### config.mk
export PLATFORM = sky130hd
export DESIGN_NAME = fetch_unit
export DESIGN_NICKNAME = d
export VERILOG_FILES = /design/src/rtl/cpu_pkg.sv /design/src/rtl/fetch_unit.sv
export SDC_FILE = /design/constraint.sdc
export NUM_CORES = 1
export LEC_CHECK = 0
export ABC_AREA = 0
export BUFFER_PORTS_ARGS = -buffer_cell sky130_fd_sc_hd__buf_2
export CAP_MARGIN = 20
export CORE_ASPECT_RATIO = 1.4
export CORE_MARGIN = 1.5
export CORE_UTILIZATION = 50
export CTS_CLUSTER_DIAMETER = 60
export DETAILED_ROUTE_END_ITERATION = 6
export GPL_TIMING_DRIVEN = 0
export PLACE_DENSITY = 0.76
export SLEW_MARGIN = 15
export SYNTH_ARGS = -nofsm -noshare
export SYNTH_HDL_FRONTEND = slang
export SYNTH_SLANG_ARGS = --single-unit
### constraint.sdc
create_clock -name clk -period 4.1 [get_ports clk]
set_clock_uncertainty 0.05 [all_clocks]
set_input_delay 0.41 -clock clk [delete_from_list [all_inputs] [get_ports clk]]
set_output_delay 0.41 -clock clk [all_outputs]
set_load 0.03 [all_outputs]
### src/rtl/cpu_pkg.sv
`default_nettype none
// cpu_pkg: shared widths, immediate-flag position and fetch-stage state encoding.
package cpu_pkg;

  localparam int ADDR_W  = 10;
  localparam int DATA_W  = 16;
  localparam int IMM_BIT = 9;

  localparam logic [ADDR_W-1:0] RESET_PC = 10'h000;

  typedef enum logic [1:0] {
    FETCH_I = 2'd0,
    FETCH_M = 2'd1,
    PRESENT = 2'd2
  } fetch_state_e;

endpackage
`default_nettype wire

### src/rtl/fetch_unit.sv
`default_nettype none
// fetch_unit: reads instruction (+ optional trailing immediate) words from program
// memory and presents them to the CU over a valid/ready handshake.
module fetch_unit #(
  parameter logic [cpu_pkg::ADDR_W-1:0] RESET_PC = cpu_pkg::RESET_PC,
  parameter int                         ADDR_W   = cpu_pkg::ADDR_W,
  parameter int                         DATA_W   = cpu_pkg::DATA_W,
  parameter int                         IMM_BIT  = cpu_pkg::IMM_BIT
) (
  input  logic              clk,
  input  logic              rst_b,
  output logic [ADDR_W-1:0] mem_addr,
  output logic              mem_rd,
  input  logic [DATA_W-1:0] mem_rdata,
  input  logic              mem_valid,
  output logic [DATA_W-1:0] instruction,
  output logic [DATA_W-1:0] imm,
  output logic [ADDR_W-1:0] pc,
  output logic              instr_valid,
  input  logic              cu_ready,
  input  logic              branch,
  input  logic [ADDR_W-1:0] pc_out
);
  import cpu_pkg::*;

  fetch_state_e      state_q, state_d;
  logic [ADDR_W-1:0] fetch_pc_q, fetch_pc_d;
  logic [ADDR_W-1:0] addr_q, addr_d;
  logic              rd_q, rd_d;
  logic [DATA_W-1:0] instr_q, instr_d;
  logic [DATA_W-1:0] imm_q, imm_d;
  logic [ADDR_W-1:0] pc_q, pc_d;
  logic              valid_q, valid_d;
  logic [ADDR_W-1:0] seq_pc;

  always_ff @(posedge clk) begin
    if (rst_b) begin
      state_q    <= FETCH_I;
      fetch_pc_q <= RESET_PC;
      addr_q     <= RESET_PC;
      rd_q       <= 1'b0;
      instr_q    <= '0;
      imm_q      <= '0;
      pc_q       <= RESET_PC;
      valid_q    <= 1'b0;
    end else begin
      state_q    <= state_d;
      fetch_pc_q <= fetch_pc_d;
      addr_q     <= addr_d;
      rd_q       <= rd_d;
      instr_q    <= instr_d;
      imm_q      <= imm_d;
      pc_q       <= pc_d;
      valid_q    <= valid_d;
    end
  end

  // Sequential successor skips the immediate word when the presented instruction has one.
  assign seq_pc = pc_q + (instr_q[IMM_BIT] ? ADDR_W'(2) : ADDR_W'(1));

  always_comb begin
    state_d    = state_q;
    fetch_pc_d = fetch_pc_q;
    addr_d     = addr_q;
    rd_d       = rd_q;
    instr_d    = instr_q;
    imm_d      = imm_q;
    pc_d       = pc_q;
    valid_d    = valid_q;
    unique case (state_q)
      FETCH_I: begin
        // Only reachable with rd_q low straight after reset.
        if (!rd_q) begin
          rd_d   = 1'b1;
          addr_d = fetch_pc_q;
        end else if (mem_valid) begin
          instr_d = mem_rdata;
          pc_d    = fetch_pc_q;
          if (mem_rdata[IMM_BIT]) begin
            state_d = FETCH_M;
            addr_d  = fetch_pc_q + ADDR_W'(1);
          end else begin
            imm_d   = '0;
            state_d = PRESENT;
            rd_d    = 1'b0;
            valid_d = 1'b1;
          end
        end
      end
      FETCH_M: begin
        if (mem_valid) begin
          imm_d   = mem_rdata;
          state_d = PRESENT;
          rd_d    = 1'b0;
          valid_d = 1'b1;
        end
      end
      PRESENT: begin
        if (cu_ready) begin
          fetch_pc_d = branch ? pc_out : seq_pc;
          addr_d     = fetch_pc_d;
          rd_d       = 1'b1;
          valid_d    = 1'b0;
          state_d    = FETCH_I;
        end
      end
      default: state_d = FETCH_I;
    endcase
  end

  assign mem_addr    = addr_q;
  assign mem_rd      = rd_q;
  assign instruction = instr_q;
  assign imm         = imm_q;
  assign pc          = pc_q;
  assign instr_valid = valid_q;

endmodule
`default_nettype wire

* Word-level counts from Yosys, hierarchy flattened
Index checks and enable logic that the tools add are counted.
Widths: inputs -> output; s select.
** Word-level totals
- Bits in registers :: 66
- Bits of input ports :: 31
- Output and inout bits :: 54
- Logic and storage cells :: 60
** Cells by class
- Add/sub/neg operators :: 2
- Eq/ne operators :: 9
- Mux-type cells :: 30
- Reduce and logical (&&, ||, !) cells :: 11
** Operators by type and width (count)
- $mux 16 :: 4
- $mux 10 :: 5
- $pmux 16 s2 :: 1
- $pmux 10 s2 :: 1
- $mux 2 :: 6
- $add 10x1->10 const B :: 1
- $add 10x2->10 :: 1
- $mux 1 :: 10
- $ne 2x2->1 const B :: 5
- $reduce_and 4->1 :: 2
- $ne 3x3->1 const B :: 2
- $pmux 1 s3 :: 2
- $pmux 2 s3 :: 1
- $reduce_and 3->1 :: 2
- $reduce_and 6->1 :: 1
- $reduce_and 5->1 :: 1
- $reduce_bool 2->1 :: 2
- $reduce_bool 3->1 :: 1
- $eq 2x1->1 const B :: 1
- $eq 2x2->1 const B :: 1
- $logic_not 2->1 :: 1
- $reduce_and 2->1 :: 1

* Logic depth before layout (Yosys ltp)
Gate-level depths: netlist of run 1.
- Depth after elaboration :: 5
- Gate-level depth with buffers :: 10
- Mapped depth without buffers :: 9

* Least setup slack after synthesis of run 1
No wires, ideal clock.
- Path kind :: register to register
- Start point :: register pc_q[0] (netlist: pc[0])
- End point :: register addr_q[8] (netlist: mem_addr[8])
- Setup time :: 125 ps
- Data arrival time :: 2024 ps
- Data required time :: 3925 ps
- Path slack :: 1900 ps
- Stages on the path, launching flop included :: 9
- Path buffers :: 0
- Clock period less this slack :: 2200 ps
- Cell sequence :: dfxtp_1 ha_1 inv_1 fa_1 and4b_2 nand4_1 xnor2_1 o31ai_1 o21ai_0
** On the way
- Cells in the longest elaborated chain, start to end :: 4
** Ends and longest elaborated chain
- start, declared :: RTL line fetch_unit.sv:32 : logic [ADDR_W-1:0] pc_q, pc_d;
- start signal, assigned :: RTL line fetch_unit.sv:53 : pc_q <= pc_d;
- $add 10x2->10 :: RTL line fetch_unit.sv:59 : assign seq_pc = pc_q + (instr_q[IMM_BIT] ? ADDR_W'(2) : ADDR_W'(1));
- $mux 10 :: RTL line fetch_unit.sv:100 : fetch_pc_d = branch ? pc_out : seq_pc;
- $mux 10 :: RTL line fetch_unit.sv:99 : if (cu_ready) begin
- $pmux 10 s2 :: RTL line fetch_unit.sv:70 : unique case (state_q)
- end signal, assigned :: RTL line fetch_unit.sv:49 : addr_q <= addr_d;
- end, declared :: RTL line fetch_unit.sv:28 : logic [ADDR_W-1:0] addr_q, addr_d;
No other way between the ends. The select of a mux whose other input is x is not followed.
A chain may end at the register's enable or synchronous reset.

* Worst setup path after layout of run 1
- Start point :: register instr_q[9] (netlist: instruction[9])
- End point :: register addr_q[8] (netlist: mem_addr[8])
** On the way
- Cells in the longest elaborated chain, start to end :: 5
** Ends and longest elaborated chain
- start, declared :: RTL line fetch_unit.sv:30 : logic [DATA_W-1:0] instr_q, instr_d;
- start signal, assigned :: RTL line fetch_unit.sv:51 : instr_q <= instr_d;
- $mux 2 :: RTL line fetch_unit.sv:59
- $add 10x2->10 :: RTL line fetch_unit.sv:59
- $mux 10 :: RTL line fetch_unit.sv:100
- $mux 10 :: RTL line fetch_unit.sv:99
- $pmux 10 s2 :: RTL line fetch_unit.sv:70
No other way between the ends. The select of a mux whose other input is x is not followed.

==> flow_summary.yaml, run 1 <==
outcome:
  run_status: "complete, but fails checks"
  violations: "design-rule violations"
global_route:
  track_usage_pct: 25.4
  first_global_vias: 3087
  grt_max_degree: 14
  grt_pass1_wl_mm: 14.0
  antenna_found_initial: 0
  grt_overflow: 0
die:
  coreArea_sq_um: 6170
  dieArea_sq_um: 6860
  io_pins: 85
  num_rows: 34
  fp.dieH_microns: 97.4
  initial_core_util_pct: 51.6
  die_x_microns: 70.4
sta:
  post-route-min-period_ns: 2.23
  fmax_ghz: 0.449
  setup-tns-final_ns: 0
  relSlewSlack_pct: 61.2
  finalSetupViolations: 0
  hold_ws_ns: 0.264
  worstMarginPinSlew_ns: 0.583
  drv_slew: 0
  finalCritPeriodShare_pct: 54.3
  hold_violations: 0
  rsz0062_at_grt: "false"
  worst_slack_ns: 1.87
logic_synthesis:
  ys.flop_type: "dfxtp_1"
  syn_nets: 440
  yosysUniqueCellTypes: 50
  synth_edf_count: 0
  yosysSeqAreaShare_pct: 41.5
  yosys_warnings: 0
  postSynthAreaPerCell_sq_um: 7.94
  netlist_instances: 401
  synthArstFlopShare_pct: 0
  synth_area_sq_um: 3180
  ys_ff_latch: 66
cells_and_area:
  fin_nets: 534
  nFillCells: 543
  synthToLayoutAreaGrowth_pct: 22.2
  multi_input_area_sq_um: 1650
  drive_gt1_share_pct: 24.8
  final_common_cell: "buf_2"
  layout_common_cells: "91 x buf_2, 89 x nand2_1, 66 x dfxtp_1"
  diodes: 0
  regArea_sq_um: 1320
detailed_routing:
  drc_errors: 3
  drtIter0Drc: 151
  ant_nets: 0
  dr.pass1.iters: 7
  wl_mm: 8.31
  routedWlPerCell_microns: 14.5
  avgViaCountPerCell: 5.37
  vias: 3072
worst_setup_path:
  endpoint_kind: "flip-flop"
  cp.arrival_ns: 2.39
  rr_startpoint: "instruction[9]$_SDFFE_PP0P_"
  crit_start: "instruction[9]$_SDFFE_PP0P_"
  crit_type: "reg -> reg"
  cp.required_ns: 4.27
  worstSetupStartpointType: "flip-flop"
  cp_max_fo: 4
run:
  max_cap_violations: 0
clocking:
  post_cts_buffers: 0
  clock_sinks: 66
  cts-root-buf: "clkbuf_8"
  post_cts_resized: 0
  clkSlewWorstSetupHoldPaths_ns: 0.08
  cts_buffers: 9
  cts_tree: "done"
  cts_hold_buf: 0
  clock_path_buffers: 2
  clkLatencyLatePin_ns: 0.34
  h-tree-depth: 3
pwr:
  irDropWorstVdd_mv: 0.402
  power_per_cell_area_nw_per_um2: 552
  leakagePower_nw: 1.60
min_path:
  hold_start: "mem_rdata[1]"
  hp-class: "in -> reg"
place:
  dp_hpwl_mm: 6.30
  pre_cts_ws_ns: 1.86
  port_buffers: 83
  finalWeightedCongestion: 0.840
==> state kept, by name, summed over array words and instances, names as in the netlist <==
name         flops
pc              10
fetch_pc_q      10
instr_valid      1
imm             16
instruction     16
mem_rd           1
state_q          2
mem_addr        10
==> synth_stat cells, types with 6 or more instances <==
master | count | area [sq um]
nand2_1 | 89 | 334
dfxtp_1 | 66 | 1320
a21oi_1 | 58 | 290
nor2_1 | 24 | 90.1
nand3_1 | 21 | 105
clkbuf_1 | 12 | 45.0
inv_1 | 10 | 37.5
buf_2 | 8 | 40.0
nor3_1 | 8 | 40.0
o21ai_0 | 8 | 40.0
xnor2_1 | 8 | 70.1
ha_1 | 7 | 87.6
a211oi_1 | 6 | 45.0
==> critical path, stage by stage (launching register included) <==
cell and delay (ns):
dfxtp_1 0.35, inv_1 0.11, ha_1 0.19, inv_1 0.06, fa_1 0.42, and4b_2 0.31
nand4_1 0.11, xnor2_1 0.17, o31ai_1 0.22, o21ai_0 0.12
==> metal layers <==
metal	vias to the layer above	GRT usage [%]	wire, microns
met5	-	0	0
met4	0	9.62	170
met3	14	6.12	469
met2	88	46.1	4350
met1	1406	27.9	3320
li1	1564	-	-
==> logic make-up after synthesis <==
kind of cell | count (synthesis) | synth area share [%]
and+or+nand+nor | 173 | 25.0
AOI/OAI and AO/OA | 96 | 18.0
DFF | 66 | 41.5
buffers and inverters | 39 | 6.64
xor gates and xnor gates | 13 | 3.58
adders and majority gates | 8 | 3.38
muxes | 6 | 1.93
==> worst paths after layout <==
path	slack (ns)	to	cells past startpoint
setup / recovery	1.87	mem_addr[8]$_SDFFE_PP0P_	9
hold reg to reg	0.40	imm[0]$_SDFFE_PP0P_	2
hold / removal	0.26	instruction[1]$_SDFFE_PP0P_	3
setup reg to reg	1.87	mem_addr[8]$_SDFFE_PP0P_	9
==> per-stage QoR <==
step	cell area (sq um)	util, %	total power [mW]	instances
finish	3890	63.1	2.15	572
global route	3890	63.1	2.28	572
CTS	3890	63.1	2.16	572
detailed placement	3690	59.8	1.61	556
global placement	3690	59.8	1.59	556
floorplan	3180	-	1.39	401
==> report_power, final <==
group          switching (mW)  total, mW  leakage (nW)  internal (mW)
clock network           0.271      0.556        0.0921          0.285
logic                   0.530      0.802         0.974          0.272
registers              0.0648      0.791         0.535          0.726
==> layout make-up <==
type	count	area share (%)
Clock buffer	9	3.18
Inverter	12	1.16
Sequential cell	66	33.9
Tap cell	72	2.31
Multi-Input combinational cell	296	42.4
Buffer	27	4.28
Clock inverter	7	2.03
Timing Repair Buffer	83	10.7
Note: power is estimated with default switching activity, not from simulation.
==> run 2: changes to the inputs <==
==> constraint.sdc (replaced) <==
create_clock -name clk -period 2.23 [get_ports clk]
set_clock_uncertainty 0.05 [all_clocks]
set_input_delay 0.223 -clock clk [delete_from_list [all_inputs] [get_ports clk]]
set_output_delay 0.223 -clock clk [all_outputs]
set_load 0.03 [all_outputs]
==> run 2 against run 1 <==
  * The flow now finishes without violations
  * Setup slack got worse by 1.8 ns
  * Worst hold slack got worse by 0.19 ns
  * Total power up 85%
  * Combinational power rose by 85%
  * Clock-buffer cell count is the same
  * Largest cell class unchanged
==> flow_summary.yaml, run 2 (same netlist as run 1, synthesis figures left out) <==
outcome:
  run_status: "finished, final reports clean"
sta:
  rsz0062_at_grt: "false"
  setup-tns-final_ns: 0
  post-route-min-period_ns: 2.13
  worstMarginPinSlew_ns: 0.579
  hold_ws_ns: 0.0729
  finalSetupViolations: 0
  finalCritPeriodShare_pct: 95.5
  hold_violations: 0
  fmax_ghz: 0.470
  drv_slew: 0
  relSlewSlack_pct: 61.4
detailed_routing:
  drtIter0Drc: 187
  wl_mm: 8.39
  avgViaCountPerCell: 5.40
  drc_errors: 0
  dr.pass1.iters: 4
  routedWlPerCell_microns: 14.7
  ant_nets: 0
  vias: 3087
place:
  dp_hpwl_mm: 6.30
  finalWeightedCongestion: 0.840
  port_buffers: 83
  placed_cell_area_sq_um: 3690
cells_and_area:
  drive_gt1_share_pct: 26.2
  fin_area_sq_um: 3930
  diodes: 0
  nFillCells: 538
  layout_common_cells: "90 x buf_2, 89 x nand2_1, 65 x dfxtp_1"
  fin_nets: 534
  synthToLayoutAreaGrowth_pct: 23.5
  final_core_util_pct: 63.7
  final_common_cell: "buf_2"
pwr:
  power_per_cell_area_nw_per_um2: 1010
  irDropWorstVdd_mv: 0.738
  leakagePower_nw: 1.62
worst_setup_path:
  cp.arrival_ns: 2.31
  cp.required_ns: 2.41
  worstSetupStartpointType: "flip-flop"
  reg2regPathDepth: 9
  crit_type: "reg -> reg"
  cp_max_fo: 4
  endpoint_kind: "flip-flop"
die:
  coreArea_sq_um: 6170
  fp.dieH_microns: 97.4
  dieArea_sq_um: 6860
  io_pins: 85
  num_rows: 34
  die_x_microns: 70.4
  initial_core_util_pct: 51.6
global_route:
  track_usage_pct: 25.3
  grt_pass1_wl_mm: 14.0
  grt_overflow: 0
  first_global_vias: 3066
  antenna_found_initial: 0
  grt_max_degree: 14
clocking:
  cts_tree: "done"
  h-tree-depth: 3
  clock_path_buffers: 2
  cts_hold_buf: 0
  clkLatencyLatePin_ns: 0.34
  cts_buffers: 9
  clkSlewWorstSetupHoldPaths_ns: 0.08
  cts-root-buf: "clkbuf_8"
  clock_sinks: 66
min_path:
  hp-class: "in -> reg"
  whs_path_depth: 3
run:
  max_cap_violations: 0
-- run 2: worst max-delay path, stage by stage (launching register included) --
cell and delay [ns]:
dfxtp_4 0.37, inv_4 0.07, ha_4 0.13, inv_1 0.05, fa_2 0.39, and4b_2 0.29, nand4_1 0.15, xnor2_2 0.19
o31ai_2 0.26, o21ai_1 0.08
-- run 2: cell type report --
cell class,instances,area (sq um),area share [%]
multi-input cells,296,1680,42.8
flip-flops and latches,66,1330,33.7
repair buffers,84,423,10.8
plain buffers,26,161,4.11
clock buffers,9,124,3.15
well taps,72,90.1,2.29
clock inverters,7,78.8,2.01
inverters,12,47.5,1.21
-- run 2: stage by stage --
step	worst slack [ns]	cells	power, mW
floorplan	0.0305	401	2.56
global placement	0.0255	556	2.92
detailed placement	-0.0125	556	2.96
CTS	0.0437	572	3.97
global route	0.0200	572	4.21
finish	0.101	572	3.96
-- run 2: where the power goes --
part | total [mW] | internal [mW] | switching [mW]
registers | 1.46 | 1.34 | 0.121
clock network | 1.02 | 0.523 | 0.502
logic | 1.48 | 0.504 | 0.979
-- run 2: what timing repair did --
| action | CTS | global route |
|---|---|---|
| setup endpoints to repair | 2 | 13 |
| setup buffers | 0 | 1 |
| resized for setup | 1 | 10 |
| cloned | 0 | 0 |
| pin swaps | 0 | 4 |
-- run 2: layer usage --
layer | vias up | GRT usage (%) | part of all wire (%)
met5 | - | 0 | 0
met1 | 1415 | 27.8 | 39
li1 | 1565 | - | -
met4 | 0 | 9.02 | 2.0
met3 | 15 | 6.12 | 6.0
met2 | 92 | 46.4 | 53
-- run 2: worst paths after layout --
kind                               start                          end  slack, ns
max          instruction[9]$_SDFFE_PP0P_     mem_addr[8]$_SDFFE_PP0P_       0.10
min                         mem_rdata[1]  instruction[1]$_SDFFE_PP0P_       0.07
max reg2reg  instruction[9]$_SDFFE_PP0P_     mem_addr[8]$_SDFFE_PP0P_       0.10
min reg2reg          imm[0]$_SDFFE_PP0P_          imm[0]$_SDFFE_PP0P_       0.40
==> run 3: changes to the inputs <==
==> constraint.sdc (replaced) <==
create_clock -name clk -period 2.23 [get_ports clk]
set_clock_uncertainty 0.05 [all_clocks]
set_input_delay 0.223 -clock clk [delete_from_list [all_inputs] [get_ports clk]]
set_output_delay 0.223 -clock clk [all_outputs]
set_load 0.05 [all_outputs]
==> run 3 against run 2 <==
  * Non-clock buffer count up 1
  * Utilization up 0.63 points
  * Via count rose by 1.3%
  * Combinational power increased by 13%
  * Critical endpoint unchanged
  * Clock-buffer cell count stayed put
  * Total power is 9.9% higher
  * Fmax fell by 1.0%
==> flow_summary.yaml, run 3 (same netlist as run 1, synthesis figures left out) <==
worst_setup_path:
  endpoint_kind: "flip-flop"
  cp_max_fo: 4
  worstSetupStartpointType: "flip-flop"
  cp.arrival_ns: 2.34
  crit_type: "reg -> reg"
  cp.required_ns: 2.42
global_route:
  antenna_found_initial: 0
  first_global_vias: 3040
  grt_pass1_wl_mm: 13.8
  track_usage_pct: 25.2
  grt_max_degree: 13
  grt_overflow: 0
sta:
  hold_ws_ns: 0.0686
  finalCritPeriodShare_pct: 96.5
  rsz0062_at_grt: "true"
  post-route-min-period_ns: 2.15
  hold_violations: 0
  drv_slew: 0
  relSlewSlack_pct: 60.4
  worstMarginPinSlew_ns: 0.594
  finalSetupViolations: 0
  worst_slack_ns: 0.0782
  setup-tns-final_ns: 0
  fmax_ghz: 0.465
detailed_routing:
  routedWlPerCell_microns: 14.7
  dr.pass1.iters: 4
  ant_nets: 0
  drtIter0Drc: 171
  avgViaCountPerCell: 5.46
  drc_errors: 0
  wl_mm: 8.41
  vias: 3127
pwr:
  power_per_cell_area_nw_per_um2: 1100
  finalPower_mw: 4.36
  irDropWorstVdd_mv: 0.641
  leakagePower_nw: 1.65
cells_and_area:
  layout_common_cells: "90 x buf_2, 89 x nand2_1, 63 x dfxtp_1"
  synthToLayoutAreaGrowth_pct: 24.7
  final_common_cell: "buf_2"
  diodes: 0
  drive_gt1_share_pct: 26.5
  fin_cells: 573
  fin_nets: 535
  fin_area_sq_um: 3970
  final_core_util_pct: 64.4
clocking:
  cts_buffers: 9
  clock_path_buffers: 2
  clkSlewWorstSetupHoldPaths_ns: 0.08
  cts_tree: "done"
  h-tree-depth: 3
  cts-root-buf: "clkbuf_8"
  clkLatencyLatePin_ns: 0.34
  clock_sinks: 66
place:
  dp_hpwl_mm: 6.20
  placed_cell_area_sq_um: 3690
  place_inst: 556
  port_buffers: 83
  pre_cts_ws_ns: 0.0230
  finalWeightedCongestion: 0.843
run:
  max_cap_violations: 0
die:
  io_pins: 85
  fp.dieH_microns: 97.4
  coreArea_sq_um: 6170
  num_rows: 34
  initial_core_util_pct: 51.6
  die_x_microns: 70.4
  dieArea_sq_um: 6860
outcome:
  run_status: "finished, final reports clean"
min_path:
  hp-class: "in -> reg"
==> run 3: cell types whose count changed in the layout (fill, tap and decap cells not counted), moves of 2 or more <==
cell        previous run  this run
bufinv_16              1         3
clkinv_2               0         2
clkinvlp_4             3         0
dfxtp_1               65        63
dfxtp_2                0         3
==> run 3: worst max-delay path, cell delays in order (launching register included) <==
cell     delay (ns)
dfxtp_2        0.35
inv_2          0.08
ha_4           0.14
inv_1          0.06
fa_2           0.40
and4b_2        0.30
nand4_1        0.14
xnor2_2        0.17
o31ai_1        0.27
o21ai_1        0.08
==> run 3: layout make-up <==
class,count,area (sq um)
Timing Repair Buffer,85,430
Clock inverter,7,118
Inverter,12,45.0
Sequential cell,66,1330
Multi-Input combinational cell,296,1680
Tap cell,72,90.1
Fill cell,542,2200
Buffer,26,161
Clock buffer,9,124
==> run 3: layer usage <==
metal  GRT usage, %  routed length (microns)  part of all wire, %
met2           42.0                     4230                   50
met4           14.5                      356                  4.2
met5              0                        0                    0
met1           28.2                     3330                   40
met3           7.05                      490                  5.8
==> run 3: what timing repair did <==
action,in CTS,in global routing
hold buffers,0,0
buffers inserted,0,2
resized for setup,1,6
endpoints found under the setup margin,1,13
pin swaps,2,4
==> run 3: path summary, 6_finish.rpt <==
check	startpoint	to	slack [ns]	cells after the start
hold / removal	mem_rdata[11]	instruction[11]$_SDFFE_PP0P_	0.07	3
setup reg to reg	instruction[9]$_SDFFE_PP0P_	mem_addr[8]$_SDFFE_PP0P_	0.08	9
setup / recovery	instruction[9]$_SDFFE_PP0P_	mem_addr[8]$_SDFFE_PP0P_	0.08	9
hold reg to reg	instruction[4]$_SDFFE_PP0P_	instruction[4]$_SDFFE_PP0P_	0.40	2
==> run 3: power by group <==
part	switching [mW]	internal [mW]
Clock	0.490	0.742
Sequential	0.118	1.34
Combinational	1.17	0.505
